===== src/rtl/player_bullet_spawner_pkg.sv =====
// Shared constants and position helpers for the player-bullet slot table.
// Positions pack {x[9:0], y[8:0]}; the all-ones code marks an empty slot.
package player_bullet_spawner_pkg;

    localparam logic [8:0]  MONITOR_HEIGHT        = 9'd480;
    localparam int unsigned MAX_PLAYER_BULLET     = 15;
    localparam logic [9:0]  BULLET_WIDTH          = 10'd4;
    localparam logic [8:0]  BULLET_HEIGHT         = 9'd16;
    localparam logic [9:0]  PLAYER_WIDTH          = 10'd24;
    localparam logic [8:0]  PLAYER_Y              = 9'd440;
    localparam logic [8:0]  BULLET_SPEED          = 9'd4;
    localparam logic [3:0]  FIRE_COOLDOWN_DEFAULT = 4'd8;
    localparam int unsigned POS_W                 = 19;
    localparam logic [18:0] NONE                  = {19{1'b1}};

    localparam int unsigned POS_X_HI = 18;
    localparam int unsigned POS_X_LO = 9;
    localparam int unsigned POS_Y_HI = 8;
    localparam int unsigned POS_Y_LO = 0;

    localparam logic [9:0] SPAWN_X_OFFSET = (PLAYER_WIDTH - BULLET_WIDTH) >> 1;
    localparam logic [8:0] SPAWN_Y        = PLAYER_Y - BULLET_HEIGHT;

    function automatic logic [8:0] pos_y(input logic [18:0] pos);
        return pos[POS_Y_HI:POS_Y_LO];
    endfunction

    function automatic logic [18:0] make_pos(input logic [9:0] x, input logic [8:0] y);
        return {x, y};
    endfunction

endpackage


===== src/rtl/player_bullet_spawner_lowest_free_slot.sv =====
// Combinational priority encoder: index of the lowest clear bit of a slot-state vector.
module lowest_free_slot #(
    parameter int unsigned N = 15
) (
    input  logic [N-1:0]         state,
    output logic                 found,
    output logic [$clog2(N)-1:0] index
);

    localparam int unsigned IDX_W = $clog2(N);

    always_comb begin
        found = 1'b0;
        index = '0;
        // Scan high to low so the lowest free index is the last one written.
        for (int i = N - 1; i >= 0; i--) begin
            if (!state[i]) begin
                found = 1'b1;
                index = IDX_W'(i);
            end
        end
    end

endmodule


===== src/rtl/player_bullet_spawner.sv =====
// Player-bullet slot table: spawns on fire, moves bullets up each frame,
// retires them at the top border and applies collision kill masks.
module player_bullet_spawner
    import player_bullet_spawner_pkg::*;
#(
    parameter logic [3:0] FIRE_COOLDOWN = FIRE_COOLDOWN_DEFAULT
) (
    input  logic                                 i_Clk,
    input  logic                                 i_Reset,
    input  logic                                 i_FrameTick,
    input  logic                                 i_Fire,
    input  logic                                 i_PlayerState,
    input  logic [9:0]                           i_PlayerPosition,
    input  logic [MAX_PLAYER_BULLET-1:0]         i_BulletKill,
    output logic [MAX_PLAYER_BULLET-1:0]         o_PlayerBulletState,
    output logic [POS_W*MAX_PLAYER_BULLET-1:0]   o_PlayerBulletPosition,
    output logic                                 o_FireAccepted,
    output logic [$clog2(MAX_PLAYER_BULLET+1)-1:0] o_ActiveCount
);

    localparam int unsigned N     = MAX_PLAYER_BULLET;
    localparam int unsigned IDX_W = $clog2(N);
    localparam int unsigned CNT_W = $clog2(N + 1);

    // The spawn tick itself counts as one tick of spacing, so shots land
    // exactly FIRE_COOLDOWN ticks apart.
    localparam logic [3:0] COOLDOWN_LOAD = (FIRE_COOLDOWN == 4'd0) ? 4'd0 : FIRE_COOLDOWN - 4'd1;

    logic [N-1:0]            state_q, state_d;
    logic [N-1:0][POS_W-1:0] pos_q, pos_d;
    logic [3:0]              cooldown_q, cooldown_d;
    logic                    fire_acc_q, fire_acc_d;
    logic [CNT_W-1:0]        count_q, count_d;

    logic             free_found;
    logic [IDX_W-1:0] free_index;
    logic             spawn;

    lowest_free_slot #(
        .N(N)
    ) u_lowest_free_slot (
        .state(state_q),
        .found(free_found),
        .index(free_index)
    );

    assign spawn = i_FrameTick && i_Fire && i_PlayerState && (cooldown_q == 4'd0) && free_found;

    always_comb begin
        state_d    = state_q;
        pos_d      = pos_q;
        cooldown_d = cooldown_q;
        fire_acc_d = spawn;
        count_d    = '0;

        for (int k = 0; k < N; k++) begin
            if (state_q[k]) begin
                if (i_BulletKill[k]) begin
                    state_d[k] = 1'b0;
                    pos_d[k]   = NONE;
                end else if (i_FrameTick) begin
                    if (pos_y(pos_q[k]) < BULLET_SPEED) begin
                        state_d[k] = 1'b0;
                        pos_d[k]   = NONE;
                    end else begin
                        pos_d[k][POS_Y_HI:POS_Y_LO] = pos_y(pos_q[k]) - BULLET_SPEED;
                    end
                end
            end
        end

        // The chosen slot was empty before this cycle, so any kill on it is stale.
        if (spawn) begin
            state_d[free_index] = 1'b1;
            pos_d[free_index]   = make_pos(i_PlayerPosition + SPAWN_X_OFFSET, SPAWN_Y);
            cooldown_d          = COOLDOWN_LOAD;
        end else if (i_FrameTick && cooldown_q != 4'd0) begin
            cooldown_d = cooldown_q - 4'd1;
        end

        for (int k = 0; k < N; k++) begin
            count_d = count_d + CNT_W'(state_d[k]);
        end
    end

    always_ff @(posedge i_Clk) begin
        if (i_Reset) begin
            state_q    <= '0;
            pos_q      <= {N{NONE}};
            cooldown_q <= 4'd0;
            fire_acc_q <= 1'b0;
            count_q    <= '0;
        end else begin
            state_q    <= state_d;
            pos_q      <= pos_d;
            cooldown_q <= cooldown_d;
            fire_acc_q <= fire_acc_d;
            count_q    <= count_d;
        end
    end

    assign o_PlayerBulletState    = state_q;
    assign o_PlayerBulletPosition = pos_q;
    assign o_FireAccepted         = fire_acc_q;
    assign o_ActiveCount          = count_q;

endmodule


===== config.mk =====
export PLATFORM = sky130hd
export DESIGN_NAME = player_bullet_spawner
export DESIGN_NICKNAME = d
export VERILOG_FILES = /design/src/rtl/player_bullet_spawner_pkg.sv /design/src/rtl/player_bullet_spawner_lowest_free_slot.sv /design/src/rtl/player_bullet_spawner.sv
export SDC_FILE = /design/constraint.sdc
export NUM_CORES = 1
export LEC_CHECK = 0
export ABC_CLOCK_PERIOD_IN_PS = 6200
export CAP_MARGIN = 20
export CORE_UTILIZATION = 30
export DETAILED_ROUTE_END_ITERATION = 10
export MAX_ROUTING_LAYER = met4
export PLACE_DENSITY = 0.56
export SYNTH_ARGS = -nofsm -noshare
export SYNTH_HDL_FRONTEND = slang
export SYNTH_SLANG_ARGS = --single-unit

===== constraint.sdc =====
create_clock -name i_Clk -period 6.2 [get_ports i_Clk]
set_clock_uncertainty 0.15 [all_clocks]
set_input_delay 1.55 -clock i_Clk [delete_from_list [all_inputs] [get_ports i_Clk]]
set_output_delay 1.55 -clock i_Clk [all_outputs]
set_load 0.02 [all_outputs]

==> results.toml <==
[floorplanning]
rows = 75
die_y_um = 210
core_area_mm2 = 0.0422
start_util_pct = 30.6
die-area_mm2 = 0.0440
die_w_um = 210
num_io_pins = 335

[synth]
synth_cell_types = 77
synth_nets = 1408
ys_ff_latch = 309
yosys-top-cells-count = "dfxtp_1 (309), nor2_1 (149), a2bb2oi_1 (94)"
yosysSeqAreaShare_pct = 47.8
ys_warn_count = 0
syn-instance-count = 1349
synth_top_area_share_pct = 47.8
synth.avg_cell_area_um2 = 9.59
synth_top_cell_by_area = "dfxtp_1"
synthMostInstantiatedCell = "dfxtp_1"
ys_top_cells_by_area = "dfxtp_1 (48%), a2bb2oi_1 (6.4%), nor2_1 (4.3%), mux2i_1 (3.9%), xnor2_1 (3.5%)"
synthArstFlopShare_pct = 0
synth_edf_count = 0
synth_ff_type = "dfxtp_1"
netlist_area_mm2 = 0.0129

[setup_path]
path_cells = "clkdlybuf4s50_1 > and3_4 > buf_4 > nand3_2 > nor3_1 > a21oi_1 > fa_1 > fa_1 > fa_1 > fa_1 > inv_1 > fa_1 > inv_1 > fa_1 > nor2_1"
critPathLaunchType = "input pin"
crit_family = "adder cells"
cp_max_fo = 4
reg2reg_depth = 15
slowest_delay_ns = 0.58
reg2reg_from = "o_PlayerBulletState[6]$_SDFF_PP0_"
timing.rr.end = "o_ActiveCount[1]$_SDFF_PP0_"
critPathArrivalTime_ns = 6.02
rrSetupSlack_ns = 1.09
worstSetupPathType = "in -> reg"
path_common_cell = "fa_1"
critPathRequiredTime_ns = 6.52
cpMaxStageDelayCell = "fa_1"
crit_path_end_kind = "flip-flop"
path_buf_inv = 4

[final_layout]
multi_input_area_mm2 = 0.00612
fin_util_pct = 42.7
final_nets = 1740
drive_gt1_share_pct = 7.61
nFillCells = 4140
area_growth_pct = 39.5
diodes = 0
seq_area_mm2 = 0.00619

[clock_network]
cts_buffer_depth = 3
cts_hold_buf = 0
post-cts-setup-buffers = 0
cts_buffers = 37
cts_resized = 0
cts.clk_slew.worst_paths_ns = 0.06
clockRootBuffer = "clkbuf_16"
tritoncts = "built"
clk_latency_ns = 0.55
htreeDepth = 2
cts_sinks = 309

[grt]
grt_max_degree = 53
grt_first_pass_wirelength_um = 65900
grt_pass1_vias = 11001
grt_use_total_pct = 20.0
antenna_found_initial = 0
grt_remaining_overflow = 0

[min_path]
min_from = "o_PlayerBulletPosition[39]$_SDFF_PP1_"
min_path_type = "reg -> reg"
hold_end = "o_PlayerBulletPosition[39]$_SDFF_PP1_"
hold_depth = 2

[power]
comb_power_share_pct = 7.3
p_leak_nw = 7.33
pwr-share-clk_pct = 47.5
ir_worst_vdd_uv = 161
p_sw_share_pct = 23.7
p_total_w = 0.00450
power.internal_w = 0.00344
p_sw_w = 0.00106
p_seq_share_pct = 45.2
powerDensity_mw_per_mm2 = 249

[timing]
rsz0062_at_grt = "no"
setup_viol = 0
hold_violations = 0
relSlewSlack_pct = 22.6
fin_crit_ns = 5.70
maxSlewViolCount = 0
period_share_pct = 92.0
clock.fmax_mhz = 175
worst_pin_slew_ns = 1.16

[routing]
drc_errors = 0
drt_wl_total_um = 42900
routedWlPerCell_um = 19.1
highest_layer = "met4"
firstDrtPassIters = 5
vias = 11059
wl_met2_um = 19600
avgViaCountPerCell = 4.92
drtIter0Drc = 602
drt.antenna.violating_nets = 0
wl_met1_um = 19100
routed-wl-met3_um = 3280

[outcome]
status = "completed"

[placed_design]
io_buffer_count = 334
place_congestion = 0.845
dp_hpwl_um = 32000

[flow_run]
maxCapViolations = 0
[how the worst max path moves through the flow]
stage                       start                     endpoint  slack (ns)  depth (start not counted)
global placement    i_PlayerState  o_ActiveCount[1]$_SDFF_PP0_        0.02                         15
floorplan             i_FrameTick  o_ActiveCount[1]$_SDFF_PP0_        0.23                         16
CTS                 i_PlayerState  o_ActiveCount[1]$_SDFF_PP0_        0.52                         15
detailed placement  i_PlayerState  o_ActiveCount[1]$_SDFF_PP0_       -0.05                         15
finish              i_PlayerState  o_ActiveCount[1]$_SDFF_PP0_        0.50                         15
global route        i_PlayerState  o_ActiveCount[1]$_SDFF_PP0_        0.31                         15
[registers in the layout, summed over array words and instances (netlist names)]
name and count:
o_FireAccepted 1, cooldown_q 4, o_PlayerBulletPosition 285, o_PlayerBulletState 15, o_ActiveCount 4
[per-layer routing]
layer	global-route usage [%]	vias up
li1	-	5410
met1	25.1	5275
met2	31.1	315
met3	6.22	59
met4	4.78	0
met5	-	-
[power by group through the flow]
stage	Clock (W)	Sequential, W	Combinational [W]
after floorplan	0	0.00209	0.000184
after global placement	0	0.00208	0.000330
after detailed placement	0	0.00208	0.000336
after CTS	0.00220	0.00203	0.000337
after global routing	0.00228	0.00204	0.000359
final	0.00214	0.00203	0.000330
[worst register-to-register path: cells and delay by family, from the launching register on]
kind | cells | cell delay, ns
fa+ha+maj | 6 | 2.83
simple gates | 4 | 0.73
flops | 1 | 0.58
buf+inv | 3 | 0.41
compound gates | 2 | 0.34
[layout by cell type, fill, tap and decap left out, drive strengths merged, types with 8 or more instances in the layout]
| master | instances |
|---|---|
| a211o | 8 |
| a21o | 16 |
| a21oi | 69 |
| a2bb2oi | 94 |
| and3 | 9 |
| buf | 41 |
| clkbuf | 58 |
| clkdlybuf4s50 | 332 |
| dfxtp | 309 |
| fa | 10 |
| ha | 19 |
| inv | 63 |
| mux2i | 51 |
| nand2 | 71 |
| nand3 | 55 |
| nor2 | 150 |
| nor2b | 18 |
| nor3 | 47 |
| nor3b | 8 |
| nor4 | 16 |
| o21ai | 31 |
| o21bai | 26 |
| o22a | 12 |
| or3 | 21 |
| xnor2 | 52 |
| xor2 | 33 |
[cell type report]
| class | instances | share of cell area, % |
|---|---|---|
| Clock buffer | 58 | 6.23 |
| Clock inverter | 8 | 0.416 |
| Inverter | 61 | 1.27 |
| Multi-Input combinational cell | 899 | 33.9 |
| Sequential cell | 309 | 34.3 |
| Tap cell | 539 | 3.74 |
| Timing Repair Buffer | 373 | 20.2 |
[cell families (layout without fill, tap and decap cells)]
kind of cell | count (synthesis) | after routing | share of synthesized area [%]
AND/OR/NAND/NOR | 440 | 440 | 17.5
multiplexers | 51 | 51 | 3.95
AO/OA/AOI/OAI | 294 | 294 | 16.7
XOR/XNOR | 85 | 85 | 5.76
adder cells (fa/ha/maj) | 29 | 29 | 3.39
buffers and inverters | 141 | 500 | 4.88
flip-flops | 309 | 309 | 47.8
[stage by stage]
step           TNS (ns)  cells  cell area (um2)  setup slack, ns  hold WS [ns]
2_1_floorplan         0   1349            12900            0.234         0.319
3_3_place_gp          0   2179            16800           0.0235         0.285
3_5_place_dp    -0.0593   2181            16800          -0.0507         0.290
4_1_cts               0   2247            18000            0.519         0.299
5_1_grt               0   2247            18000            0.312         0.339
6_report              0   2247            18000            0.497         0.295
No activity file was read; power rests on OpenSTA's default activity.
